--- src/rtl/rsc_encoder_if.sv ---
// Handshake and output bundle between the interleaver/consumer side and the RSC encoder.
interface rsc_encoder_if;
    logic       start;
    logic [7:0] data_in;
    logic       busy;
    logic       out_valid;
    logic       sys_out;
    logic       par_out;
    logic       tail;
    logic       done;
    logic [7:0] parity_byte;

    modport master (
        output start,
        output data_in,
        input  busy,
        input  out_valid,
        input  sys_out,
        input  par_out,
        input  tail,
        input  done,
        input  parity_byte
    );

    modport slave (
        input  start,
        input  data_in,
        output busy,
        output out_valid,
        output sys_out,
        output par_out,
        output tail,
        output done,
        output parity_byte
    );
endinterface

--- src/rtl/rsc_encoder.sv ---
// 8-state recursive systematic convolutional encoder: one byte per block, MSB first,
// with optional 3-cycle trellis termination.
module rsc_encoder #(
    parameter bit TAIL_EN = 1'b1
) (
    input  logic         clk,
    input  logic         rst,
    rsc_encoder_if.slave bus
);

    typedef enum logic [1:0] {IDLE, ENC, TERM} state_t;

    state_t     state;
    state_t     next_state;
    logic [7:0] data_sr;
    logic [7:0] par_sr;
    logic [2:0] cnt;
    logic       s1;
    logic       s2;
    logic       s3;
    logic       u;
    logic       a;
    logic       par;
    logic       active;
    logic       last_enc;
    logic       last_term;

    always_ff @(posedge clk) begin
        if (rst) begin
            state <= IDLE;
        end else begin
            state <= next_state;
        end
    end

    always_comb begin
        next_state = state;
        case (state)
            IDLE:    if (bus.start) next_state = ENC;
            ENC:     if (last_enc)  next_state = TAIL_EN ? TERM : IDLE;
            TERM:    if (last_term) next_state = IDLE;
            default: next_state = IDLE;
        endcase
    end

    // Outputs are decoded purely from registered state, so the first pair
    // appears in the cycle right after the accepting edge.
    assign u         = (state == TERM) ? (s2 ^ s3) : data_sr[7];
    assign a         = u ^ s2 ^ s3;
    assign par       = a ^ s1 ^ s3;
    assign active    = (state != IDLE);
    assign last_enc  = (state == ENC)  && (cnt == 3'd7);
    assign last_term = (state == TERM) && (cnt == 3'd2);

    always_ff @(posedge clk) begin
        if (rst) begin
            data_sr <= 8'h00;
            par_sr  <= 8'h00;
            cnt     <= 3'd0;
            s1      <= 1'b0;
            s2      <= 1'b0;
            s3      <= 1'b0;
        end else begin
            case (state)
                IDLE: begin
                    if (bus.start) begin
                        data_sr <= bus.data_in;
                        par_sr  <= 8'h00;
                        cnt     <= 3'd0;
                        s1      <= 1'b0;
                        s2      <= 1'b0;
                        s3      <= 1'b0;
                    end
                end
                ENC: begin
                    data_sr <= {data_sr[6:0], 1'b0};
                    par_sr  <= {par_sr[6:0], par};
                    cnt     <= cnt + 3'd1;
                    s1      <= a;
                    s2      <= s1;
                    s3      <= s2;
                end
                TERM: begin
                    cnt <= last_term ? 3'd0 : cnt + 3'd1;
                    s1  <= a;
                    s2  <= s1;
                    s3  <= s2;
                end
                default: begin
                    cnt <= 3'd0;
                end
            endcase
        end
    end

    assign bus.busy      = active;
    assign bus.out_valid = active;
    assign bus.sys_out   = active & u;
    assign bus.par_out   = active & par;
    assign bus.tail      = (state == TERM);
    assign bus.done      = (last_enc && !TAIL_EN) || last_term;

    // Splice in the 8th parity bit during the last data cycle so the byte is
    // complete on the done pulse even without termination.
    assign bus.parity_byte = last_enc ? {par_sr[6:0], par} : par_sr;

endmodule

--- src/flat_wrapper.sv ---
// flat-port wrapper written by rule: the top's interface ports become plain ports
module rsc_encoder_flat 
#(
    parameter bit TAIL_EN = 1'b1
)
  (clk, rst, bus_start, bus_data_in, bus_busy, bus_out_valid, bus_sys_out, bus_par_out, bus_tail, bus_done, bus_parity_byte);
  rsc_encoder_if bus_i ();
  input  logic clk;
  input  logic rst;
  input wire logic [$bits(bus_i.start)-1:0] bus_start;
  input wire logic [$bits(bus_i.data_in)-1:0] bus_data_in;
  output wire logic [$bits(bus_i.busy)-1:0] bus_busy;
  output wire logic [$bits(bus_i.out_valid)-1:0] bus_out_valid;
  output wire logic [$bits(bus_i.sys_out)-1:0] bus_sys_out;
  output wire logic [$bits(bus_i.par_out)-1:0] bus_par_out;
  output wire logic [$bits(bus_i.tail)-1:0] bus_tail;
  output wire logic [$bits(bus_i.done)-1:0] bus_done;
  output wire logic [$bits(bus_i.parity_byte)-1:0] bus_parity_byte;
  assign bus_i.start = bus_start;
  assign bus_i.data_in = bus_data_in;
  assign bus_busy = bus_i.busy;
  assign bus_out_valid = bus_i.out_valid;
  assign bus_sys_out = bus_i.sys_out;
  assign bus_par_out = bus_i.par_out;
  assign bus_tail = bus_i.tail;
  assign bus_done = bus_i.done;
  assign bus_parity_byte = bus_i.parity_byte;
  rsc_encoder #(.TAIL_EN(TAIL_EN)) u_core (.clk(clk), .rst(rst), .bus(bus_i));
endmodule
--- config.mk ---
export PLATFORM = sky130hd
export DESIGN_NAME = rsc_encoder_flat
export DESIGN_NICKNAME = d
export VERILOG_FILES = /design/src/rtl/rsc_encoder_if.sv /design/src/rtl/rsc_encoder.sv /design/src/flat_wrapper.sv
export SDC_FILE = /design/constraint.sdc
export NUM_CORES = 1
export LEC_CHECK = 0
export ABC_AREA = 1
export BUFFER_PORTS_ARGS = -buffer_cell sky130_fd_sc_hd__buf_2
export CORE_MARGIN = 1.5
export CORE_UTILIZATION = 52
export CTS_CLUSTER_DIAMETER = 60
export CTS_CLUSTER_SIZE = 12
export DETAILED_ROUTE_END_ITERATION = 16
export MAX_ROUTING_LAYER = met4
export PLACE_DENSITY = 0.75
export SLEW_MARGIN = 10
export SYNTH_ARGS = -nofsm -noshare
export SYNTH_HDL_FRONTEND = slang
export SYNTH_SLANG_ARGS = --single-unit
--- constraint.sdc ---
create_clock -name clk -period 1.9 [get_ports clk]
set_input_delay 0.095 -clock clk [delete_from_list [all_inputs] [get_ports clk]]
set_output_delay 0.095 -clock clk [all_outputs]
set_load 0.05 [all_outputs]
# ---- Yosys cells after proc, flatten, opt, wreduce, memory -nomap -nowiden
# Index checks and enable logic that the tools add are counted.
# W data, S select, Z words.
dict set report op_classes {
  n_addsub 1
  eq_ne 7
  muxes 17
  bitwise_logic 7
  reduce_logical 10
}
# operator count
set ops {}
lappend ops {{$pmux W8 S2} 2}
lappend ops {{$mux W8} 3}
lappend ops {{$pmux W3 S3} 1}
lappend ops {{$mux W2} 3}
lappend ops {{$mux W3} 2}
lappend ops {{$pmux W1 S2} 3}
lappend ops {{$pmux W2 S3} 1}
lappend ops {{$reduce_bool A2 Y1} 3}
lappend ops {{$xor A1 B1 Y1} 5}
lappend ops {{$ne A2 B1 Y1 const B} 2}
lappend ops {{$reduce_and A2 Y1} 2}
lappend ops {{$add A3 B1 Y3 const B} 1}
lappend ops {{$eq A3 B2 Y1 const B} 1}
lappend ops {{$eq A3 B3 Y1 const B} 1}
lappend ops {{$reduce_and A3 Y1} 1}
lappend ops {{$and A1 B1 Y1} 2}
lappend ops {{$eq A2 B1 Y1 const B} 1}
lappend ops {{$eq A2 B2 Y1 const B} 1}
lappend ops {{$logic_and A1 B1 Y1} 2}
lappend ops {{$logic_not A2 Y1} 1}
lappend ops {{$mux W1} 2}
lappend ops {{$ne A2 B2 Y1 const B} 1}
lappend ops {{$reduce_or A2 Y1} 1}
dict set report totals {
  register_bits 24
  output_inout_bits 14
  elab_cells 49
}

# ---- Logic depth before layout (Yosys ltp)
# Gate-level depths: netlist (run 1).
dict set report logic_depth {
  ltp_word 7
  mapped_depth 9
}

# ---- Worst setup path before layout (run 1)
# Ideal clock, no wire load.
dict set report synth_timing {
  kind {reg2out}
  start {register u_core.cnt[1]}
  end {output bus_parity_byte[0]}
  arrival_time_ns 2.221
  t_required_ns 1.805
  slack_ns -0.416
  path_stages_with_launch 7
  n_path_buf 2
  path_cell_list {dfxtp_1 > ha_1 > ha_1 > clkbuf_1 > nand2_1 > clkbuf_1 > o21ai_0}
}
dict set report synth_via {
  elab_chain_cells 3
}
# item line_no
set synth_lines {}
lappend synth_lines {{from (decl)} rsc_encoder.sv:17} ;# logic [2:0] cnt;
lappend synth_lines {{from (signal assigned)} rsc_encoder.sv:78} ;# cnt <= cnt + 3'd1;
lappend synth_lines {{from (signal assigned)} rsc_encoder.sv:84} ;# cnt <= last_term ? 3'd0 : cnt + 3'd1;
lappend synth_lines {{$eq A3 B3 Y1} rsc_encoder.sv:52} ;# assign last_enc = (state == ENC) && (cnt == 3'd7);
lappend synth_lines {{$logic_and A1 B1 Y1} rsc_encoder.sv:52}
lappend synth_lines {{$mux W8} rsc_encoder.sv:105} ;# assign bus.parity_byte = last_enc ? {par_sr[6:0], par} : par_sr;
lappend synth_lines {{to (decl)} flat_wrapper.sv:18} ;# output wire logic [$bits(bus_i.parity_byte)-1:0] bus_parity_byte;
# No other way between the ends.

# ---- Worst setup path after layout (run 1)
dict set report layout_timing {
  start {register u_core.state[1]}
  end {output bus_parity_byte[4]}
}
dict set report layout_via {
  elab_chain_cells 3
}
# item line_no
set layout_lines {}
lappend layout_lines {{from (decl)} rsc_encoder.sv:13} ;# state_t state;
lappend layout_lines {{from (signal assigned)} rsc_encoder.sv:32} ;# state <= next_state;
lappend layout_lines {{$eq A2 B1 Y1} rsc_encoder.sv:52}
lappend layout_lines {{$logic_and A1 B1 Y1} rsc_encoder.sv:52}
lappend layout_lines {{$mux W8} rsc_encoder.sv:105}
# No other way between the ends.

==> results of run 1 <==
[Yosys cell counts]
| cell type | count | area share |
|---|---|---|
| a21oi_1 | 19 | 0.071 |
| a21oi_2 | 1 | 0.0065 |
| buf_2 | 1 | 0.0037 |
| buf_4 | 1 | 0.0056 |
| buf_8 | 1 | 0.011 |
| clkbuf_1 | 4 | 0.011 |
| dfxtp_1 | 24 | 0.36 |
| ha_1 | 8 | 0.075 |
| inv_1 | 15 | 0.042 |
| inv_2 | 3 | 0.0084 |
| nand2_1 | 71 | 0.20 |
| nand2_2 | 1 | 0.0047 |
| nand3_1 | 10 | 0.037 |
| nand3b_1 | 1 | 0.0056 |
| nand4_1 | 1 | 0.0047 |
| nor2_1 | 18 | 0.050 |
| nor2_8 | 3 | 0.045 |
| o211ai_1 | 1 | 0.0056 |
| o21ai_0 | 12 | 0.045 |
| o21ai_1 | 1 | 0.0037 |
| xor2_1 | 1 | 0.0065 |
[registers in the layout (all words and copies together) (netlist names)]
name            count
u_core.cnt          3
u_core.s1           1
u_core.s3           1
u_core.s2           1
u_core.data_sr      8
u_core.state        2
u_core.par_sr       8
[final timing paths]
| check | from | to | slack [ns] | depth (start not counted) |
|---|---|---|---|---|
| hold reg to reg | u_core.par_sr[7]$_SDFFE_PP0P_ | u_core.par_sr[7]$_SDFFE_PP0P_ | 0.48 | 2 |
| setup / recovery | u_core.state[1]$_SDFFE_PP0P_ | bus_parity_byte[4] | 0.12 | 6 |
| hold / removal | bus_data_in[0] | u_core.data_sr[0]$_SDFFE_PP0P_ | 0.005 | 3 |
| setup reg to reg | u_core.state[1]$_SDFFE_PP0P_ | u_core.s1$_SDFFE_PP0P_ | 0.19 | 8 |
[power by group through the flow]
stage               combinational (uW)  clock, uW  sequential, uW
floorplan                          268          0             564
global placement                   314          0             569
detailed placement                 321          0             569
CTS                                329        376             558
global route                       381        399             562
finish                             342        376             559
[cell type report]
| class | count | share of cell area |
|---|---|---|
| repair buffers | 28 | 0.1016 |
| inverters | 18 | 0.04252 |
| multi-input cells | 148 | 0.4961 |
| well taps | 30 | 0.02362 |
| flip-flops and latches | 24 | 0.3032 |
| clock inverters | 1 | 0.01890 |
| clock buffers | 3 | 0.01417 |
[layout by cell type (no fill, tap or decap), types with 2 or more instances in the layout]
master    instances
buf_2            21
nand2_2           2
ha_2              2
a21oi_1          18
inv_2             5
clkbuf_4          4
o21ai_2           2
o21ai_0          10
a21oi_2           2
dfxtp_1          23
nor2_1           17
ha_1              6
buf_4             5
nand2_1          69
nor2_8            3
nand3_1           9
inv_1            13
[cells by family (layout without fill, tap and decap cells)]
| group | Yosys count | in the layout | synth area share |
|---|---|---|---|
| and+or+nand+nor | 105 | 105 | 0.3464 |
| AOI/OAI and AO/OA | 34 | 34 | 0.1317 |
| buffers and inverters | 25 | 50 | 0.08215 |
| DFF | 24 | 24 | 0.3585 |
| adders and majority gates | 8 | 8 | 0.07470 |
| xor gates and xnor gates | 1 | 1 | 0.006537 |
[routing by layer]
layer,vias up,global-route usage,part of all wire,routed length [um]
li1,675,-,-,-
met1,618,0.2765,0.45,1316
met2,24,0.4268,0.51,1483
met3,4,0.03333,0.028,83
met4,0,0.06410,0.011,31
met5,-,-,0,0
[worst max-delay path, stage by stage (launching register included)]
cell     delay [ns]
dfxtp_1        0.37
inv_1          0.13
ha_2           0.28
buf_4          0.20
nand3_1        0.08
nand2_1        0.06
buf_2          0.25
[repair_timing]
item                       in CTS  in global routing
pin swaps                       0                  1
resized for setup               3                 12
hold endpoints to repair        0                  0
setup endpoints to repair       9                  9
buffers inserted                1                  1
[through the flow]
step	utilization	hold WS, ns	setup TNS, ns	std cells
CTS	0.6320	0.008158	0	251
global route	0.6473	0.01733	0	252
detailed placement	0.6050	0.3414	0	246
global placement	0.6050	0.3384	0	246
floorplan	-	0.1641	-0.06528	197
finish	0.6473	0.004939	0	252
==> summary.md, run 1 <==
| Metric | Value |
|---|---|
| Vias in the first global route | ~1200 |
| Clock skew | 0.006277 ns |
| Reg power frac | 0.438 |
| Worst Max-Slew Pin Slew | 0.4561 ns |
| Final setup margin | between 0.1 and 0.15 ns |
| HP Class | in -> reg |
| H-tree levels | 1 |
| Post-DP HPWL | 2.162 mm |
| Outcome | completed |
| Area of the mapped netlist | 1340 um2 |
| Largest net degree at the start of global routing | 19 |
| Final Cycle Share | 0.9382 |
| Gpl congestion | roughly 0.8 |
| DR pass1 iterations | 4 |
| Initial Utilization | 0.5459 |
| DR iter-0 viols | 11 |
| Die height | about 54 um |
| DRT antenna net count | 0 |
| Final #Nets | ~240 |
| CTS tree | done |
| Placed cell area | 1485 um2 |
| Layout cell share with drive strength beyond 1 | 0.2342 |
| Cell chosen for the clock root | clkbuf_4 |
| Leak pwr | approximately 0.00076 uW |
| PortBufs | 24 |
| Final Critical Period | ~1.8 ns |
| Worst setup SP type | register |
| WP data required | between 1.5 and 2 ns |
| Mapped Nets | roughly 220 |
| WL final | about 2.9 mm |
| Clock power share | 0.295 |
| Post-Layout Inst Area | 1589 um2 |
| CTS Hold Buffers Added | 0 |
| Setup CP Type | reg -> out |
| Final setup vio count | 0 |
| Fmax | ~560 MHz |
| # diodes | 0 |
| GRT Residual Overflow | 0 |
| Switch share | 0.3271 |
| Area growth from synthesis to layout | 18.58% |
| Crit Path Max Fanout | 10 |
| Vias | ~1300 |
| Post-synthesis sequential area ratio | 0.3585 |
| Rel. slew slack | 0.6948 |
| First-pass GRT wire length | 4.940 mm |
| Total Die Area | about 2900 um2 |
| # DRC | 0 |
| Clock Sinks | 24 |
| Gr usage total | 0.2386 |
| Tot Pwr | ~1300 uW |
| Seq. cell area | 481.7 um2 |
| Avg Cell Area, Syn | 6.802 um2 |
| Clk Latency, worst-skew pair | between 0.3 and 0.4 ns |
| Worst vdd ir | between 500 and 600 uV |
| Clk slew on worst S/H paths | around 0.14 ns |
| Max cap viols | 0 |
| Unique cell type count in the Yosys netlist | 21 |
| Top Ports | 25 |
| Fillers | between 200 and 250 |
| CTS buffer count | 3 |
| Die width | approximately 54 um |
| Drt via density | 5.242 |
| Combinational cell fraction of total power | 0.268 |
| Max-slew violations | 0 |
| Arr. time, crit path | approximately 1.7 ns |
| Initial antenna violation count | 0 |
| Yosys warns | 0 |
| Final Hold Fails | 0 |
| Mapped Cells | 197 |
| FF+latch count, synth | 24 |
| CTS max path bufs | 2 |
| Row cnt | 18 |
| Cell Pwr Density | 804.3 nW/um2 |
| Area of the multi-input gates | between 700 and 800 um2 |
| Internal power | approximately 860 uW |
| RSZ-0062 raised after global routing | no |
| Routed WL per cell | ~12 um |
| Setup WS pre-CTS | slightly above 0.2 ns |
| Core Area | between 2000 and 2500 um2 |
| Critical Path End Type | output port |
| NetSw | around 420 uW |
(Power assumes the default switching activity.)
==> run 2, diff against run 1 <==
--- a/config.mk
+++ b/config.mk
@@ -7,6 +7,7 @@
 export LEC_CHECK = 0
 export ABC_AREA = 1
 export BUFFER_PORTS_ARGS = -buffer_cell sky130_fd_sc_hd__buf_2
+export CORE_ASPECT_RATIO = 0.75
 export CORE_MARGIN = 1.5
 export CORE_UTILIZATION = 52
 export CTS_CLUSTER_DIAMETER = 60
@@ -14,7 +15,7 @@
 export DETAILED_ROUTE_END_ITERATION = 16
 export MAX_ROUTING_LAYER = met4
 export PLACE_DENSITY = 0.75
-export SLEW_MARGIN = 10
+export SLEW_MARGIN = 20
 export SYNTH_ARGS = -nofsm -noshare
 export SYNTH_HDL_FRONTEND = slang
 export SYNTH_SLANG_ARGS = --single-unit
==> run 2 against run 1 <==
Compared with the run above:
- final area fell by 0.16%
- largest cell class unchanged
- non-clock buffer count did not move
- count of clock-buffer cells in the layout rose by 1
- global-route usage fell by 0.30 points
- fmax fell by 4.0%
- clock skew fell by 0.0028 ns
- die area rose by 0.11%
- clock power fell by 28%
- highest routed layer unchanged
==> summary.md, run 2 (synthesized netlist as in run 1, its figures left out) <==
| Metric | Value |
|---|---|
| Outcome | completed |
| Vias in the first global route | about 1100 |
| # DRC | 0 |
| Crit path cell chain | inv_2, ha_2, inv_2, nand2_1, nand3_2, nand2_1, nand2_1, nand2_1, o21ai_2, buf_6 |
| DRT antenna net count | 0 |
| Vias | around 1300 |
| Post-Route Setup TNS | 0 ns |
| First-pass GRT wire length | 4.850 mm |
| Final Cycle Share | 0.9777 |
| Final #Nets | 242 |
| Final setup vio count | 0 |
| Clk slew on worst S/H paths | 0.13 ns |
| Placed cell area | 1498 um2 |
| Commonest non-fill, non-tap cell in the layout | nand2_1 |
| # diodes | 0 |
| Setup CP Type | reg -> out |
| WP data required | between 1.5 and 2 ns |
| PortBufs | 24 |
| Core Area | approximately 2400 um2 |
| Initial antenna violation count | 0 |
| Rel. slew slack | 0.7000 |
| Max-slew violations | 0 |
| CTS tree | done |
| Reg power frac | 0.475 |
| DR iter-0 viols | 63 |
| RSZ-0062 raised after global routing | yes |
| Top flop regs | u_core.data_sr x8, u_core.par_sr x8, u_core.cnt x3 |
| Cell Pwr Density | roughly 740 nW/um2 |
| CTS buffer count | 3 |
| Fmax | approximately 540 MHz |
| Arr. time, crit path | around 1.8 ns |
| Die width | ~62 um |
| Worst hold slack | about 0.012 ns |
| Slowest stage delay, CP | 0.36 ns |
| Die height | approximately 47 um |
| Combinational cell fraction of total power | 0.295 |
| Setup WS pre-CTS | about 0.24 ns |
| Worst setup SP type | register |
| Gr usage total | 0.2356 |
| Critical Path End Type | output port |
| Area growth from synthesis to layout | 18.39% |
| Post-Layout Inst Area | ~1600 um2 |
| Final Hold Fails | 0 |
| Top Ports | 25 |
| Drt via density | just under 5 |
| Largest net degree at the start of global routing | 19 |
| Post-DP HPWL | between 2 and 2.5 mm |
| NetSw | slightly above 400 uW |
| Cell family with most CP delay | simple AND/OR/NAND/NOR gates |
| Worst Max-Slew Pin Slew | approximately 0.45 ns |
| Worst vdd ir | slightly above 400 uV |
| Clock power share | 0.231 |
| CTS max path bufs | 2 |
| Row cnt | 15 |
| Fillers | about 220 |
| Internal power | 765.6 uW |
| Routed WL per cell | 11.48 um |
| Layout cell share with drive strength beyond 1 | 0.2432 |
| Crit Path Max Fanout | 5 |
| Clk Latency, worst-skew pair | 0.32 ns |
| Gpl congestion | between 0.8 and 0.9 |
| GRT Residual Overflow | 0 |
| Highest-delay cell along the critical path | dfxtp_2 |
| CP most frequent cell | nand2_1 |
| Leak pwr | 0.0007519 uW |
| Final Critical Period | between 1.5 and 2 ns |
| Most frequent cells in the layout | nand2_1, dfxtp_1, buf_2 |
| H-tree levels | 1 |
| Clock skew | 0.003472 ns |
| Initial Utilization | 0.5667 |
| Switch share | 0.3510 |
| Max cap viols | 0 |
| DR pass1 iterations | 4 |
| CTS Hold Buffers Added | 0 |
| WL final | just under 3 mm |
| Clock Sinks | 24 |
| Total Die Area | approximately 2900 um2 |
| Cell chosen for the clock root | clkbuf_4 |
| HP Class | in -> reg |
| CP bufs+invs | 3 |
| Final setup margin | around 0.042 ns |
[run 2: cell count changes in the layout (fill, tap and decap cells not counted), sizes merged]
cell and change:
buf +1, bufinv -1
[run 2: what timing repair did]
item                                    CTS  global route
gates resized for setup                  11             5
endpoints found under the setup margin    9             9
pin swaps                                 0             1
buffers inserted                          0             1
gates cloned                              0             0
[run 2: path summary, 6_finish.rpt]
kind                                                     from                             end  slack, ns  depth (start not counted)
worst max-delay path             u_core.state[0]$_SDFFE_PP0P_              bus_parity_byte[0]       0.04                         10
worst min-delay path                           bus_data_in[0]  u_core.data_sr[0]$_SDFFE_PP0P_       0.01                          3
worst max register to register   u_core.state[1]$_SDFFE_PP0P_          u_core.s2$_SDFFE_PP0P_       0.21                          8
worst min register to register  u_core.par_sr[7]$_SDFFE_PP0P_   u_core.par_sr[7]$_SDFFE_PP0P_       0.48                          2
[run 2: power groups by stage]
stage	Clock, uW	Combinational, uW	Sequential (uW)
final	272	347	560
after global routing	297	389	563
after CTS	276	335	559
after detailed placement	0	324	568
after global placement	0	319	568
after floorplan	0	268	564
[run 2: metrics by stage]
stage	power, uW	utilization	std cells
2_1_floorplan	832.4	-	197
3_3_place_gp	887.1	0.6333	251
3_5_place_dp	892.6	0.6333	251
4_1_cts	1171	0.6593	255
5_1_grt	1249	0.6709	256
6_report	1180	0.6709	256
[run 2: cell type report]
type	instances	area, um2	share of cell area
repair buffers	28	162.7	0.1025
clock buffers	4	36.28	0.02287
multi-input cells	148	795.8	0.5016
flip-flops and latches	24	481.7	0.3036
inverters	18	67.56	0.04259
well taps	34	42.54	0.02681
[run 2: tightest hold or removal path: stages]
cell     delay, ns
buf_2         0.07
a21oi_1       0.05
nor2_1        0.08
[run 2: layer usage]
layer	part of all wire	global-route usage
met2	0.46	0.3663
met5	0	-
met3	0.049	0.06336
met4	0.0041	0.04255
met1	0.48	0.3126
==> run 3, diff against run 2 <==
--- a/config.mk
+++ b/config.mk
@@ -8,14 +8,13 @@
 export ABC_AREA = 1
 export BUFFER_PORTS_ARGS = -buffer_cell sky130_fd_sc_hd__buf_2
 export CORE_ASPECT_RATIO = 0.75
-export CORE_MARGIN = 1.5
+export CORE_MARGIN = 8
 export CORE_UTILIZATION = 52
 export CTS_CLUSTER_DIAMETER = 60
 export CTS_CLUSTER_SIZE = 12
 export DETAILED_ROUTE_END_ITERATION = 16
 export MAX_ROUTING_LAYER = met4
 export PLACE_DENSITY = 0.75
-export SLEW_MARGIN = 20
 export SYNTH_ARGS = -nofsm -noshare
 export SYNTH_HDL_FRONTEND = slang
 export SYNTH_SLANG_ARGS = --single-unit
==> run 3 against run 2 <==
Compared with the run above:
- via count up 2.7%
- final area up 0.32%
- clock skew rose by 0.0058 ns
- critical path type unchanged
- flip-flop and latch count unchanged
- sequential share of layout area about the same
- core utilization shrank 4.0 points
- die area is 55% higher
- wire length is 8.2% higher
- power is 4.5% lower
- largest cell class unchanged
- final cell count rose by 0.39%
==> summary.md, run 3 (synthesized netlist as in run 1, its figures left out) <==
| Metric | Value |
|---|---|
| Outcome | completed |
| Reg-to-reg startpoint | u_core.state[1]$_SDFFE_PP0P_ |
| Slowest stage delay, CP | around 0.35 ns |
| Cell Pwr Density | 707.6 nW/um2 |
| Fillers | 253 |
| Worst setup SP type | register |
| Clk Latency, worst-skew pair | a little over 0.3 ns |
| Final #Nets | 242 |
| NetSw | between 400 and 500 uW |
| DR iter-0 viols | 103 |
| Die height | ~60 um |
| Max cap viols | 0 |
| Highest-delay cell along the critical path | dfxtp_2 |
| Routed WL per cell | 12.38 um |
| Crit path cell chain | inv_2, ha_2, inv_2, nand2_2, nand3_2, nand3_2, nand2_2, o21ai_2, buf_6 |
| Worst hold stages | 2 |
| Final Cycle Share | 0.9366 |
| Max-slew violations | 0 |
| WL final | ~3.2 mm |
| WP data required | 1.80 ns |
| Clock skew | approximately 0.0093 ns |
| Worst vdd ir | 398.8 uV |
| Clock power share | 0.196 |
| DRT antenna net count | 0 |
| CP bufs+invs | 3 |
| CTS max path bufs | 2 |
| Vias in the first global route | between 1000 and 1500 |
| Hold worst-path end | u_core.par_sr[0]$_SDFFE_PP0P_ |
| Area growth from synthesis to layout | 18.77% |
| Hold path start | rst |
| CTS tree | done |
| Top Ports | 25 |
| Worst hold slack | between 0.1 and 0.15 ns |
| Internal power | 718.7 uW |
| First-pass GRT wire length | roughly 5.3 mm |
| Gpl congestion | 0.8517 |
| Initial antenna violation count | 0 |
| Area of the multi-input gates | between 800 and 900 um2 |
| Final Critical Period | between 1.5 and 2 ns |
| Fmax | between 500 and 600 MHz |
| Post-DP HPWL | 2.293 mm |
| Clock Sinks | 24 |
| Commonest non-fill, non-tap cell in the layout | nand2_1 |
| FF-to-FF End | u_core.data_sr[0]$_SDFFE_PP0P_ |
| # DRC | 0 |
| H-tree levels | 1 |
| Leak pwr | between 0.0007 and 0.0008 uW |
| Vias | between 1000 and 1500 |
| Reg power frac | 0.499 |
| Top flop regs | u_core.data_sr x8, u_core.par_sr x8, u_core.cnt x3 |
| Worst Max-Slew Pin Slew | between 0.4 and 0.5 ns |
| Post-Route Setup TNS | 0 ns |
| Initial Utilization | 0.5312 |
| Critical Path End Type | output port |
| Drt via density | approximately 5.1 |
| Most frequent cells in the layout | nand2_1, dfxtp_1, buf_2 |
| CTS buffer count | 3 |
| Switch share | 0.3618 |
| Total Die Area | ~4500 um2 |
| Layout cell share with drive strength beyond 1 | 0.2579 |
| Placed cell area | 1493 um2 |
| Seq. cell area | between 400 and 500 um2 |
| Final Hold Fails | 0 |
| Setup CP Type | reg -> out |
| DR pass1 iterations | 4 |
| Crit Path Max Fanout | 5 |
| PortBufs | 24 |
| R2R setup slack | 0.22 ns |
| Arr. time, crit path | between 1.5 and 2 ns |
| # diodes | 0 |
| HP Class | in -> reg |
| R2R depth | 9 |
| Core Area | 2522 um2 |
| Post-Layout Inst Area | roughly 1600 um2 |
| Combinational cell fraction of total power | 0.305 |
| GRT Residual Overflow | 0 |
| Rel. slew slack | 0.7257 |
| Cell family with most CP delay | simple AND/OR/NAND/NOR gates |
| Largest net degree at the start of global routing | 19 |
| Final setup vio count | 0 |
| Clk slew on worst S/H paths | between 0.1 and 0.15 ns |
| Gr usage total | 0.1520 |
| Cell chosen for the clock root | clkbuf_4 |
| Row cnt | 16 |
| Die width | ~75 um |
run 3: cell type report:
| cell class | count | share of cell area |
|---|---|---|
| clock buffer | 3 | 0.01415 |
| multi-input combinational | 148 | 0.5063 |
| sequential | 24 | 0.3035 |
| tap | 36 | 0.02830 |
| timing repair buffer | 28 | 0.1053 |
| inverter | 18 | 0.04245 |
run 3: power by group through the flow:
stage	Sequential [uW]	Combinational (uW)	Clock [uW]
floorplan	564	268	0
global placement	569	313	0
detailed placement	570	318	0
CTS	559	330	231
global route	566	382	253
finish	562	344	221
run 3: worst max path at each step:
stage                                           endpoint  cells after the start                    startpoint  slack [ns]
final                                 bus_parity_byte[0]                      9  u_core.state[0]$_SDFFE_PP0P_        0.12
after global routing                  bus_parity_byte[0]                     10  u_core.state[0]$_SDFFE_PP0P_       -0.02
after CTS                                    bus_par_out                     10  u_core.state[0]$_SDFFE_PP0P_       0.005
after detailed placement  u_core.data_sr[0]$_SDFFE_PP0P_                      8  u_core.state[1]$_SDFFE_PP0P_        0.15
after global placement    u_core.data_sr[0]$_SDFFE_PP0P_                      8  u_core.state[1]$_SDFFE_PP0P_        0.26
after floorplan                       bus_parity_byte[0]                      6    u_core.cnt[1]$_SDFFE_PP0P_       -0.07
run 3: metal layers:
layer,GRT usage,vias up,share of wire
met4,0.02500,0,0.0031
met2,0.2379,33,0.47
met1,0.1963,590,0.47
met3,0.03518,2,0.054
met5,-,-,0
li1,-,674,-
run 3: worst register-to-register path, delay by kind of cell (launching register included):
kind,cells,cell delay [ns]
adder cells (fa/ha/maj),1,0.26
buffers and inverters,3,0.32
flip-flops,1,0.36
AO/OA/AOI/OAI,1,0.14
AND/OR/NAND/NOR,4,0.52
run 3: what timing repair did:
item	CTS	global route
hold buffers	1	0
gates resized for setup	9	13
endpoints found under the hold margin	1	0
pin swaps	0	1
setup buffers	0	1
endpoints found under the setup margin	9	17
run 3: metrics by stage:
| stage | instances | power [uW] | worst slack [ns] | utilization |
|---|---|---|---|---|
| floorplan | 197 | 832.4 | -0.06528 | - |
| global placement | 252 | 881.7 | 0.2622 | 0.5918 |
| detailed placement | 252 | 887.2 | 0.1537 | 0.5918 |
| CTS | 256 | 1120 | 0.004691 | 0.6166 |
| global route | 257 | 1201 | -0.01953 | 0.6310 |
| finish | 257 | 1126 | 0.1206 | 0.6310 |
